<file path="src/rtl/cpu_mtimer_pkg.sv">
// Shared definitions for the machine timer: register offsets, register select and byte-lane merge.
package cpu_mtimer_pkg;

  localparam logic [4:0] MTIMER_MTIME_LO    = 5'h00;
  localparam logic [4:0] MTIMER_MTIME_HI    = 5'h04;
  localparam logic [4:0] MTIMER_MTIMECMP_LO = 5'h08;
  localparam logic [4:0] MTIMER_MTIMECMP_HI = 5'h0C;
  localparam logic [4:0] MTIMER_MSIP        = 5'h10;

  typedef enum logic [2:0] {
    SEL_MTIME_LO    = 3'd0,
    SEL_MTIME_HI    = 3'd1,
    SEL_MTIMECMP_LO = 3'd2,
    SEL_MTIMECMP_HI = 3'd3,
    SEL_MSIP        = 3'd4,
    SEL_NONE        = 3'd7
  } reg_sel_e;

  // Byte offset bits [1:0] do not take part in the decode.
  function automatic reg_sel_e decode_addr(input logic [4:0] addr);
    case (addr & 5'h1C)
      MTIMER_MTIME_LO:    return SEL_MTIME_LO;
      MTIMER_MTIME_HI:    return SEL_MTIME_HI;
      MTIMER_MTIMECMP_LO: return SEL_MTIMECMP_LO;
      MTIMER_MTIMECMP_HI: return SEL_MTIMECMP_HI;
      MTIMER_MSIP:        return SEL_MSIP;
      default:            return SEL_NONE;
    endcase
  endfunction

  function automatic logic [31:0] merge_bytes(input logic [31:0] old_val,
                                              input logic [31:0] wdata,
                                              input logic [3:0]  wstrb);
    logic [31:0] r;
    r = old_val;
    for (int unsigned i = 0; i < 4; i++) begin
      if (wstrb[i]) r[i*8 +: 8] = wdata[i*8 +: 8];
    end
    return r;
  endfunction

endpackage

</file>
<file path="src/rtl/cpu_mtimer_if.sv">
// Peripheral bus request/response bundle for the machine timer.
interface cpu_mtimer_if #(
  parameter int unsigned XLEN = 32
);
  logic            req_valid;
  logic            req_write;
  logic [4:0]      req_addr;
  logic [XLEN-1:0] req_wdata;
  logic [3:0]      req_wstrb;
  logic            rsp_valid;
  logic [XLEN-1:0] rsp_rdata;

  modport master (
    output req_valid, req_write, req_addr, req_wdata, req_wstrb,
    input  rsp_valid, rsp_rdata
  );

  modport slave (
    input  req_valid, req_write, req_addr, req_wdata, req_wstrb,
    output rsp_valid, rsp_rdata
  );
endinterface

</file>
<file path="src/rtl/cpu_mtimer_prescaler.sv">
// Free-running divider: tick is high for one cycle every PRESCALE clk cycles.
module cpu_mtimer_prescaler #(
  parameter int unsigned PRESCALE = 1
) (
  input  logic clk,
  input  logic rst_n,
  output logic tick
);
  localparam int unsigned CW = (PRESCALE > 1) ? $clog2(PRESCALE) : 1;
  localparam logic [CW-1:0] LAST = CW'(PRESCALE - 1);

  logic [CW-1:0] cnt;

  assign tick = (cnt == LAST);

  always_ff @(posedge clk or negedge rst_n) begin
    if (!rst_n) begin
      cnt <= '0;
    end else if (tick) begin
      cnt <= '0;
    end else begin
      cnt <= cnt + 1'b1;
    end
  end
endmodule

</file>
<file path="src/rtl/cpu_mtimer.sv">
// Memory-mapped mtime/mtimecmp/msip block driving registered mti/msi pending lines.
// Optional build macro MTIMER_SNAPSHOT_EN: reading mtime lo latches mtime hi for a coherent 64-bit read.
module cpu_mtimer
  import cpu_mtimer_pkg::*;
#(
  parameter int unsigned XLEN     = 32,
  parameter int unsigned PRESCALE = 1
) (
  input  logic         clk,
  input  logic         rst_n,
  cpu_mtimer_if.slave  bus,
  output logic         mti_pending,
  output logic         msi_pending
);
  logic            tick;
  logic [63:0]     mtime, mtime_nxt;
  logic [63:0]     mtimecmp, mtimecmp_nxt;
  logic            msip, msip_nxt;
  logic            wr, rd;
  reg_sel_e        sel;
  logic [31:0]     hi_view;
  logic [XLEN-1:0] rd_value;

  cpu_mtimer_prescaler #(.PRESCALE(PRESCALE)) u_prescaler (
    .clk   (clk),
    .rst_n (rst_n),
    .tick  (tick)
  );

  assign sel = decode_addr(bus.req_addr);
  assign wr  = bus.req_valid & bus.req_write;
  assign rd  = bus.req_valid & ~bus.req_write;

`ifdef MTIMER_SNAPSHOT_EN
  logic [31:0] shadow_hi, shadow_nxt;

  always_comb begin
    shadow_nxt = shadow_hi;
    if (rd && sel == SEL_MTIME_LO) shadow_nxt = mtime[63:32];
    if (wr && sel == SEL_MTIME_HI) shadow_nxt = mtime_nxt[63:32];
  end

  always_ff @(posedge clk or negedge rst_n) begin
    if (!rst_n) shadow_hi <= '0;
    else        shadow_hi <= shadow_nxt;
  end

  assign hi_view = shadow_hi;
`else
  assign hi_view = mtime[63:32];
`endif

  always_comb begin
    rd_value = '0;
    case (sel)
      SEL_MTIME_LO:    rd_value = mtime[31:0];
      SEL_MTIME_HI:    rd_value = hi_view;
      SEL_MTIMECMP_LO: rd_value = mtimecmp[31:0];
      SEL_MTIMECMP_HI: rd_value = mtimecmp[63:32];
      SEL_MSIP:        rd_value = {{(XLEN-1){1'b0}}, msip};
      default:         rd_value = '0;
    endcase
  end

  // A write to either mtime half replaces the increment for that cycle; the
  // unwritten half and bytes keep their pre-increment value.
  always_comb begin
    mtime_nxt    = tick ? mtime + 64'd1 : mtime;
    mtimecmp_nxt = mtimecmp;
    msip_nxt     = msip;
    if (wr) begin
      case (sel)
        SEL_MTIME_LO:
          mtime_nxt = {mtime[63:32], merge_bytes(mtime[31:0], bus.req_wdata, bus.req_wstrb)};
        SEL_MTIME_HI:
          mtime_nxt = {merge_bytes(mtime[63:32], bus.req_wdata, bus.req_wstrb), mtime[31:0]};
        SEL_MTIMECMP_LO:
          mtimecmp_nxt[31:0] = merge_bytes(mtimecmp[31:0], bus.req_wdata, bus.req_wstrb);
        SEL_MTIMECMP_HI:
          mtimecmp_nxt[63:32] = merge_bytes(mtimecmp[63:32], bus.req_wdata, bus.req_wstrb);
        SEL_MSIP:
          if (bus.req_wstrb[0]) msip_nxt = bus.req_wdata[0];
        default: ;
      endcase
    end
  end

  always_ff @(posedge clk or negedge rst_n) begin
    if (!rst_n) begin
      mtime         <= '0;
      mtimecmp      <= '1;
      msip          <= 1'b0;
      bus.rsp_valid <= 1'b0;
      bus.rsp_rdata <= '0;
      mti_pending   <= 1'b0;
      msi_pending   <= 1'b0;
    end else begin
      mtime         <= mtime_nxt;
      mtimecmp      <= mtimecmp_nxt;
      msip          <= msip_nxt;
      bus.rsp_valid <= bus.req_valid;
      bus.rsp_rdata <= rd ? rd_value : '0;
      mti_pending   <= (mtime >= mtimecmp);
      msi_pending   <= msip;
    end
  end
endmodule

</file>
<file path="src/flat_wrapper.sv">
// flat-port wrapper written by rule: the top's interface ports become plain ports
module cpu_mtimer_flat import cpu_mtimer_pkg::*;
#(
  parameter int unsigned XLEN     = 32,
  parameter int unsigned PRESCALE = 1
)
  (clk, rst_n, mti_pending, msi_pending, bus_req_valid, bus_req_write, bus_req_addr, bus_req_wdata, bus_req_wstrb, bus_rsp_valid, bus_rsp_rdata);
  cpu_mtimer_if #(.XLEN(XLEN)) bus_i ();
  input  logic clk;
  input  logic rst_n;
  output logic mti_pending;
  output logic msi_pending;
  input wire logic [$bits(bus_i.req_valid)-1:0] bus_req_valid;
  input wire logic [$bits(bus_i.req_write)-1:0] bus_req_write;
  input wire logic [$bits(bus_i.req_addr)-1:0] bus_req_addr;
  input wire logic [$bits(bus_i.req_wdata)-1:0] bus_req_wdata;
  input wire logic [$bits(bus_i.req_wstrb)-1:0] bus_req_wstrb;
  output wire logic [$bits(bus_i.rsp_valid)-1:0] bus_rsp_valid;
  output wire logic [$bits(bus_i.rsp_rdata)-1:0] bus_rsp_rdata;
  assign bus_i.req_valid = bus_req_valid;
  assign bus_i.req_write = bus_req_write;
  assign bus_i.req_addr = bus_req_addr;
  assign bus_i.req_wdata = bus_req_wdata;
  assign bus_i.req_wstrb = bus_req_wstrb;
  assign bus_rsp_valid = bus_i.rsp_valid;
  assign bus_rsp_rdata = bus_i.rsp_rdata;
  cpu_mtimer #(.XLEN(XLEN), .PRESCALE(PRESCALE)) u_core (.clk(clk), .rst_n(rst_n), .bus(bus_i), .mti_pending(mti_pending), .msi_pending(msi_pending));
endmodule
</file>
<file path="config.mk">
export PLATFORM = sky130hd
export DESIGN_NAME = cpu_mtimer_flat
export DESIGN_NICKNAME = d
export VERILOG_FILES = /design/src/rtl/cpu_mtimer_pkg.sv /design/src/rtl/cpu_mtimer_if.sv /design/src/rtl/cpu_mtimer_prescaler.sv /design/src/rtl/cpu_mtimer.sv /design/src/flat_wrapper.sv
export SDC_FILE = /design/constraint.sdc
export NUM_CORES = 1
export LEC_CHECK = 0
export CORE_UTILIZATION = 59
export DETAILED_ROUTE_END_ITERATION = 16
export PLACE_DENSITY = 0.88
export SLEW_MARGIN = 20
export SYNTH_ARGS = -nofsm -noshare
export SYNTH_HDL_FRONTEND = slang
export SYNTH_SLANG_ARGS = --single-unit
</file>
<file path="constraint.sdc">
create_clock -name clk -period 2.6 [get_ports clk]
set_input_delay 0.52 -clock clk [delete_from_list [all_inputs] [get_ports clk]]
set_output_delay 0.52 -clock clk [all_outputs]
set_load 0.1 [all_outputs]
</file>
==> results of run 1 <==
-- cell families (layout without fill, tap and decap cells) --
family | after synthesis | count (layout) | share of synthesized area
fa+ha+maj | 65 | 65 | 0.0803
mux | 54 | 54 | 0.0598
buf+inv | 138 | 307 | 0.0524
xor+xnor | 4 | 4 | 0.00346
flops | 164 | 164 | 0.413
compound gates | 336 | 336 | 0.215
simple gates | 349 | 349 | 0.176
-- synth_stat cells, types with 3 or more instances --
| cell type | n |
|---|---|
| o311ai_0 | 5 |
| o21bai_1 | 4 |
| nor3b_1 | 4 |
| and3_1 | 18 |
| dfrtp_1 | 100 |
| or4_1 | 5 |
| buf_2 | 7 |
| a211oi_1 | 15 |
| a311o_1 | 3 |
| a221o_1 | 4 |
| mux2_2 | 52 |
| and2_1 | 4 |
| a221oi_1 | 3 |
| o21ai_0 | 54 |
| dfstp_2 | 64 |
| o211ai_1 | 9 |
| a311oi_1 | 5 |
| clkbuf_1 | 51 |
| a31oi_1 | 10 |
| a21oi_1 | 99 |
| and4_1 | 6 |
| nor4_1 | 14 |
| nor3_1 | 17 |
| inv_1 | 77 |
| nand2_1 | 85 |
| nand2b_1 | 7 |
| a41oi_1 | 3 |
| xnor2_1 | 3 |
| ha_1 | 65 |
| o22ai_1 | 15 |
| nand3_1 | 47 |
| a211o_1 | 3 |
| a22oi_1 | 70 |
| o32ai_1 | 4 |
| o21ai_1 | 4 |
| nand4_1 | 31 |
| o31ai_1 | 4 |
| or3_1 | 4 |
| o41ai_1 | 5 |
| nor2_1 | 89 |
-- metal layers --
| layer | vias to the layer above | share of wire | global-route usage |
|---|---|---|---|
| met5 | - | 0 | 0 |
| met4 | 0 | 0.042 | 0.191 |
| met3 | 139 | 0.10 | 0.0812 |
| met2 | 741 | 0.47 | 0.612 |
| met1 | 4831 | 0.38 | 0.496 |
| li1 | 4460 | - | - |
-- path summary, 6_finish.rpt --
| check | startpoint | to | slack (ps) | cells past startpoint |
|---|---|---|---|---|
| setup / recovery | u_core.mtimecmp[28] | u_core.mti_pending | -10 | 9 |
| setup reg to reg | u_core.mtimecmp[28] | u_core.mti_pending | -10 | 9 |
| hold reg to reg | u_core.msip | u_core.msi_pending | 420 | 0 |
| max in group asynchronous | rst_n | u_core.mtimecmp[24] | 1840 | 2 |
| min in group clk | u_core.msip | u_core.msi_pending | 420 | 0 |
| hold / removal | rst_n | u_core.bus.rsp_rdata[4] | 20 | 1 |
-- power groups by stage --
stage / sequential [mW] / combinational [mW] / clock, mW
final: 3.73 / 3.30 / 2.56
after global routing: 3.78 / 3.59 / 2.67
after CTS: 3.69 / 3.17 / 2.57
after detailed placement: 3.72 / 3.09 / 0
after global placement: 3.69 / 2.95 / 0
after floorplan: 3.84 / 1.74 / 0
-- layout make-up --
cell class | instances | area [um^2]
clock buffer | 23 | 488
timing repair buffer | 199 | 1760
clock inverter | 8 | 98.8
multi-input combinational | 808 | 5530
inverter | 77 | 289
fill | 1144 | 4020
sequential | 164 | 4180
tap | 220 | 275
-- timing repair --
action / 4_1_cts / 5_1_grt
gates resized for setup: 2 / 9
pin swaps: 0 / 8
setup endpoints to repair: 1 / 2
buffers inserted: 0 / 1
hold buffers: 0 / 0
-- critical path: cells and delay by family (launching register included) --
| family | cells | cell delay [ps] |
|---|---|---|
| compound gates | 6 | 1330 |
| buf+inv | 2 | 240 |
| flops | 1 | 550 |
| fa+ha+maj | 1 | 330 |
-- registers in the layout, indices dropped and copies added (netlist names) --
register	count
u_core.msip	1
u_core.msi_pending	1
u_core.mtimecmp	64
u_core.bus.rsp_rdata	32
u_core.mtime	64
u_core.bus.rsp_valid	1
u_core.mti_pending	1
-- through the flow --
stage               TNS [ps]  hold WS, ps
global route           -13.7         33.4
global placement       -81.3          385
finish                 -10.7         18.8
floorplan                  0          224
CTS                        0         20.7
detailed placement      -155          400
==> metrics.csv, run 1 <==
metric;value;unit
critical path peak fanout;3;
share of the synthesized area in the top cell type;0.247;
failing checks;setup timing;
max_cap viols;0;
# setup viols final;1;
CP Cell Sequence;inv_1, ha_1, o21ai_1, o22ai_1, o41ai_2, o21ai_1, buf_4, a211oi_2, o211ai_1;
clock slew at reported path FFs;60;ps
Ant. Diodes;0;
Global Route Usage Sum;0.384;
Setup WS post-layout;-10.7;ps
Int Pwr;6.08;mW
Fin. Hold Viols;0;
Pleak;5.32;nW
min-delay worst type;in2async;
number of antenna violations at the first check in global routing;0;
Placed Area;12000;um^2
Vias/cell;6.79;
I/O Buffers;77;
worst rel slew slack;0.539;
cell area after synthesis;10100;um^2
Detail Route Antenna Nets;0;
power per cell area;760;nW/um^2
Syn Inst Count;1110;
Synth Register Bits;164;
Die H;133;um
synthesized net count;1220;
Slowest-stage cell, CP;dfstp_2;
Chip Width;133;um
total CTS buffers;17;
Initial Utilization;0.608;
final non-filler cell area;12600;um^2
wire per inst;22.2;um
GPL Wtd Cong;0.992;
status;finished, violations left;
drt first pass iters;7;
Tmin final;2610;ps
Critical Path End Type;flip-flop;
largest net degree at the start of global routing;48;
final core occ;0.759;
switch share;0.366;
final slew viol count;0;
worst skew pair latency;440;ps
Final Skew;11.4;ps
Max stage delay on crit path;550;ps
Crit path top cell by count;o21ai_1;
P_sw;3.51;mW
most common cell after layout, fill and taps aside;buf_4;
clock root buffer;clkbuf_16;
synth top area cells;dfrtp_1, dfstp_2, ha_1;
Area Growth Syn to Fin;24.7;%
async set-reset flop share out of synthesis;1.00;
worst vdd ir;0.562;mV
Post-synth EDFFs;0;
Arr. time, crit path;2890;ps
DR vias;10200;
Crit Path Class;reg2reg;
Netlist cell types;70;
clock sinks;164;
power share of the clock group;0.267;
final worst path period share;1.00;
first-pass GRT wire length;52200;um
Seq/Total Area, Yosys;0.413;
DRT iter0 DRCs;1626;
data required time of the critical path;2880;ps
Remaining Overflow, GRT;0;
routed wire length;33300;um
htree depth;4;
Comb power frac;0.344;
most common flop cell mapped by yosys;dfrtp_1;
Worst Setup Start Kind;flip-flop;
fin nets;1377;
worst slew pin tran;685;ps
cell accounting for the most synthesized area;dfrtp_1;
CTS tree;yes;
commonest non-fill, non-tap cells in the layout;buf_4, dfrtp_1, a21oi_1;
DRC;0;
hpwl dp;23400;um
layout cell share with drive strength beyond 1;0.260;
register share of total power;0.389;
clk buf depth;2;
die area;17700;um^2
synthesized area per cell;9.12;um^2
vias in the first global route;9845;
Max Clock Freq;0.383;GHz
Yosys warning count;0;
CORE AREA;16600;um^2
Final Power;9.59;mW
Post-Layout Cell Count;1499;
I/O pin cnt;80;
dpl cells;1467;
row cnt;47;
worst slack, placed;-155;ps
No activity file was read; power rests on OpenSTA's default activity.
==> run 2, diff against run 1 <==
--- a/config.mk
+++ b/config.mk
@@ -5,9 +5,9 @@
 export SDC_FILE = /design/constraint.sdc
 export NUM_CORES = 1
 export LEC_CHECK = 0
-export CORE_UTILIZATION = 59
+export CORE_UTILIZATION = 40
 export DETAILED_ROUTE_END_ITERATION = 16
-export PLACE_DENSITY = 0.88
+export PLACE_DENSITY = 0.65
 export SLEW_MARGIN = 20
 export SYNTH_ARGS = -nofsm -noshare
 export SYNTH_HDL_FRONTEND = slang
==> run 2 against run 1 <==
Highest routed layer unchanged; the flow now finishes without violations; worst hold slack gained 42 ps; via count shrank 4.0%; clock power is essentially flat; clock-buffer cell count grew 1; critical path type unchanged.
==> metrics.csv, run 2 (synthesized netlist as in run 1, its figures left out) <==
metric;value;unit;change
status;finished, final reports clean;;
R2R depth;6;;-3
max_cap viols;0;;unchanged
Int Pwr;6.10;mW;+0.28%
hpwl dp;24600;um;+5.0%
routed wire length;33300;um;about the same
GPL Wtd Cong;0.914;;-7.9%
CORE AREA;24600;um^2;+48%
wire per inst;20.5;um;-7.6%
unrepaired setup endpoints after global routing;false;;
worst rel slew slack;0.610;;+0.0709
switch share;0.359;;-0.00705
htree depth;4;;unchanged
Max Clock Freq;0.398;GHz;+3.9%
power per cell area;745;nW/um^2;-1.9%
Comb power frac;0.342;;-0.002
number of antenna violations at the first check in global routing;1;;+1
layout cell share with drive strength beyond 1;0.266;;+0.00579
register share of total power;0.387;;-0.002
Ant. Diodes;0;;unchanged
final worst path period share;0.967;;-0.0375
DR vias;9761;;-4.0%
Detail Route Antenna Nets;0;;unchanged
Final Power;9.51;mW;-0.82%
largest net degree at the start of global routing;55;;+15%
reg-to-reg endpoint;u_core.mtime[48];;
clock sinks;164;;unchanged
vias in the first global route;9627;;-2.2%
I/O Buffers;77;;unchanged
Setup TNS;0;ps;+10.7 ps
Die H;161;um;+21%
Seq. cell area;4180;um^2;unchanged
Fillers;2260;;+98%
Chip Width;161;um;+21%
clk buf depth;2;;unchanged
CP top delay family;simple AND/OR/NAND/NOR gates;;
Pleak;5.38;nW;+1.1%
Setup WS post-layout;86.8;ps;+97.5 ps
CP Cell Sequence;nand4_4, nor4_4, nand4_1, nor4_1, mux2i_1, a221o_1;;
Area Growth Syn to Fin;26.1;%;
P_sw;3.41;mW;-2.7%
DRT iter0 DRCs;1090;;-33%
drt first pass iters;6;;-1
Vias/cell;6.01;;-11%
Crit Path Class;reg2reg;;
worst skew pair latency;440;ps;about the same
clock root buffer;clkbuf_16;;
Arr. time, crit path;2830;ps;-60 ps
Critical Path End Type;flip-flop;;
Final Skew;8.66;ps;-2.70 ps
worst vdd ir;0.412;mV;-27%
Setup Fix Bufs, Post-CTS;0;;unchanged
critical path peak fanout;6;;+3
# setup viols final;0;;-1
power share of the clock group;0.271;;+0.004
Remaining Overflow, GRT;0;;unchanged
DRC;0;;unchanged
Tmin final;2510;ps;-97.5 ps
Initial Utilization;0.412;;-0.197
data required time of the critical path;2910;ps;+30 ps
Slowest-stage cell, CP;nor4_4;;
Fin. Hold Viols;0;;unchanged
final slew viol count;0;;unchanged
Worst Setup Start Kind;flip-flop;;
commonest non-fill, non-tap cells in the layout;buf_4, dfrtp_1, a21oi_1;;
I/O pin cnt;80;;unchanged
WP buf/inv;0;;-2
multi-input combinational cell area;5460;um^2;-1.2%
Max stage delay on crit path;540;ps;about the same
first-pass GRT wire length;53500;um;+2.5%
row cnt;57;;+21%
CTS tree;yes;;
Global Route Usage Sum;0.266;;-0.118
clock slew at reported path FFs;70;ps;about the same
most common cell after layout, fill and taps aside;buf_4;;
min-delay worst type;in2async;;
fin nets;1398;;+1.5%
R2R Setup Slk;90;ps;+100 ps
R2R Path Start;u_core.mtime[9];;
total CTS buffers;17;;unchanged
worst slew pin tran;580;ps;-105 ps
die area;26000;um^2;+47%
Regs by FF count;u_core.mtime: 64 flops, u_core.mtimecmp: 64 flops, u_core.bus.rsp_rdata: 32 flops;;
worst slack, placed;63.8;ps;+219 ps
==> run 2: cell types whose count changed in the layout (fill, tap and decap cells not counted), sizes merged <==
cell	delta
clkbuf	+1
clkinvlp	-1
inv	+1
clkinv	-1
buf	+21
==> run 2: worst max path at each step <==
stage                              from                   to  cells after the start
floorplan               bus_req_addr[4]     u_core.mtime[38]                      8
global placement        bus_req_addr[3]     u_core.mtime[63]                      9
detailed placement      bus_req_addr[4]  u_core.mtimecmp[11]                      8
CTS                 u_core.mtimecmp[39]   u_core.mti_pending                     11
global route        u_core.mtimecmp[39]   u_core.mti_pending                     11
finish                  u_core.mtime[9]     u_core.mtime[48]                      6
==> run 2: layout make-up <==
type | instances | share of cell area
Tap cell | 324 | 0.0317
Timing Repair Buffer | 220 | 0.145
Clock buffer | 24 | 0.0385
Sequential cell | 164 | 0.328
Clock inverter | 7 | 0.00745
Multi-Input combinational cell | 808 | 0.427
Inverter | 77 | 0.0226
==> run 2: power groups by stage <==
stage	registers (mW)	clock network, mW	logic [mW]
final	3.68	2.58	3.25
after global placement	3.68	0	3.14
after floorplan	3.84	0	1.74
after detailed placement	3.70	0	3.20
after global routing	3.74	2.72	3.62
after CTS	3.66	2.61	3.23
==> run 2: stage by stage <==
step	util	hold WS (ps)	std cells	instance area (um^2)
floorplan	-	224	1110	10100
CTS	0.519	77.6	1624	12800
global placement	0.495	390	1593	12200
detailed placement	0.495	391	1593	12200
global route	0.519	92.9	1624	12800
finish	0.519	60.5	1624	12800
==> run 2: timing repair <==
action	in CTS	in global routing
setup endpoints to repair	0	1
resized for setup	0	1
hold buffers	0	0
==> run 2: per-layer routing <==
| layer | track usage | vias to the layer above | share of wire |
|---|---|---|---|
| met4 | 0.109 | 0 | 0.032 |
| met3 | 0.0442 | 64 | 0.067 |
| met2 | 0.421 | 379 | 0.46 |
| li1 | - | 4492 | - |
| met1 | 0.360 | 4826 | 0.44 |
| met5 | 0 | - | 0 |
==> RTL change: new RTL, settings of run 1 <==
Put one more register stage on the output `msi_pending`, without a reset. The value now appears one clock later. The other outputs are not delayed to match.
--- a/src/rtl/cpu_mtimer.sv
+++ b/src/rtl/cpu_mtimer.sv
@@ -13,4 +13,6 @@
   output logic         msi_pending
 );
+
+  logic msi_pending_s0;
   logic            tick;
   logic [63:0]     mtime, mtime_nxt;
@@ -94,5 +96,5 @@
       bus.rsp_rdata <= '0;
       mti_pending   <= 1'b0;
-      msi_pending   <= 1'b0;
+      msi_pending_s0 <= 1'b0;
     end else begin
       mtime         <= mtime_nxt;
@@ -102,7 +104,11 @@
       bus.rsp_rdata <= rd ? rd_value : '0;
       mti_pending   <= (mtime >= mtimecmp);
-      msi_pending   <= msip;
+      msi_pending_s0 <= msip;
     end
   end
+  always_ff @(posedge clk) begin
+    msi_pending <= msi_pending_s0;
+  end
+
 endmodule
 
Behaviour: not the same (a bounded check fails within 4 cycles, from zero or initial values and one cycle with rst_n low).
==> RTL change against run 1 <==
- worst hold slack gained 0.056 ns
- area after synthesis grew 0.20%
- setup slack improved by 0.020 ns
- total power grew 2.6%
- critical endpoint unchanged
- die area up 0.20%
- cell area grew 1.1%
- routed wire length hardly changed
- sequential cell count is 1 higher
- count of clock-buffer cells in the layout down 2
==> RTL change: results <==
place:
  dp.cells: 1480
  gp_congestion: 0.979
  place_hpwl_mm: 23.8
  dpl_worst_slack_ns: -0.0633
critical_path:
  cp_max_fo: 2
  r2r_slack_ns: 0.009
  critPathArrivalTime_ns: 2.93
  cp-startpoint: "u_core.mtimecmp[39]"
drt:
  drt_iter0_drc: 1514
  routed_via_density: 6.88
global_route:
  track_usage_pct: 38.5
  first_global_vias: 10200
  grt_max_degree: 70
synthesis:
  ys_types: 71
  ys_seq_area_share_pct: 41.4
  syn-num-nets: 1221
  synth_area_leaders: "dfrtp_1, dfstp_2, ha_1"
power:
  total_leakage_power_nw: 5.44
  switching_power_mw: 3.53
  max-vdd-ir-drop_mv: 0.560
  p_comb_share_pct: 33.6
  pg_clk_mw: 2.80
sta:
  fmax_ghz: 0.386
  finClkSkew_ns: 0.00886
status:
  status: "finished clean"
cells_and_area:
  finalNetCount: 1389
  finalNonFillerCells: 1512
RTL change: cell families after synthesis:
| logic type | count (synthesis) | synth area share (%) |
|---|---|---|
| buffers and inverters | 138 | 5.23 |
| adders and majority gates | 65 | 8.02 |
| DFF | 165 | 41.4 |
| xor gates and xnor gates | 4 | 0.345 |
| muxes | 54 | 5.97 |
| and+or+nand+nor | 349 | 17.6 |
| AOI/OAI and AO/OA | 336 | 21.4 |
RTL change: layer usage:
| layer | GRT usage, % | vias to the layer above | routed length, um |
|---|---|---|---|
| li1 | - | 4486 | - |
| met1 | 48.3 | 4992 | 12500 |
| met2 | 62.3 | 757 | 15500 |
| met3 | 8.14 | 162 | 3540 |
| met4 | 21.4 | 0 | 1770 |
| met5 | 0 | - | 0 |
RTL change: cell type report:
type	count	area [um2]	share of cell area, %
sequential	165	4200	32.9
timing repair buffer	210	1880	14.8
clock inverter	11	170	1.33
multi-input combinational	808	5460	42.8
inverter	77	289	2.26
tap	220	275	2.16
clock buffer	21	480	3.76
RTL change: worst max-delay path, cell delays in order, from the launching register on:
cell	delay, ns
dfstp_2	0.53
inv_1	0.05
ha_1	0.35
nand4_1	0.26
nor4_1	0.30
buf_4	0.18
o21ai_0	0.18
o21ai_1	0.18
buf_4	0.15
a211oi_2	0.06
o211ai_1	0.25
RTL change: stage by stage:
step | hold WS, ns | utilization [%] | cell area [um2] | TNS (ns)
floorplan | 0.224 | - | 10100 | 0
global placement | 0.328 | 72.5 | 12100 | -0.0301
detailed placement | 0.346 | 72.5 | 12100 | -0.0758
CTS | 0.102 | 76.4 | 12800 | 0
global route | 0.126 | 76.4 | 12800 | 0
finish | 0.0748 | 76.4 | 12800 | 0
RTL change: what timing repair did:
action,CTS,global route
hold endpoints to repair,0,0
pin swaps,0,2
setup endpoints to repair,1,1
resized for setup,1,2
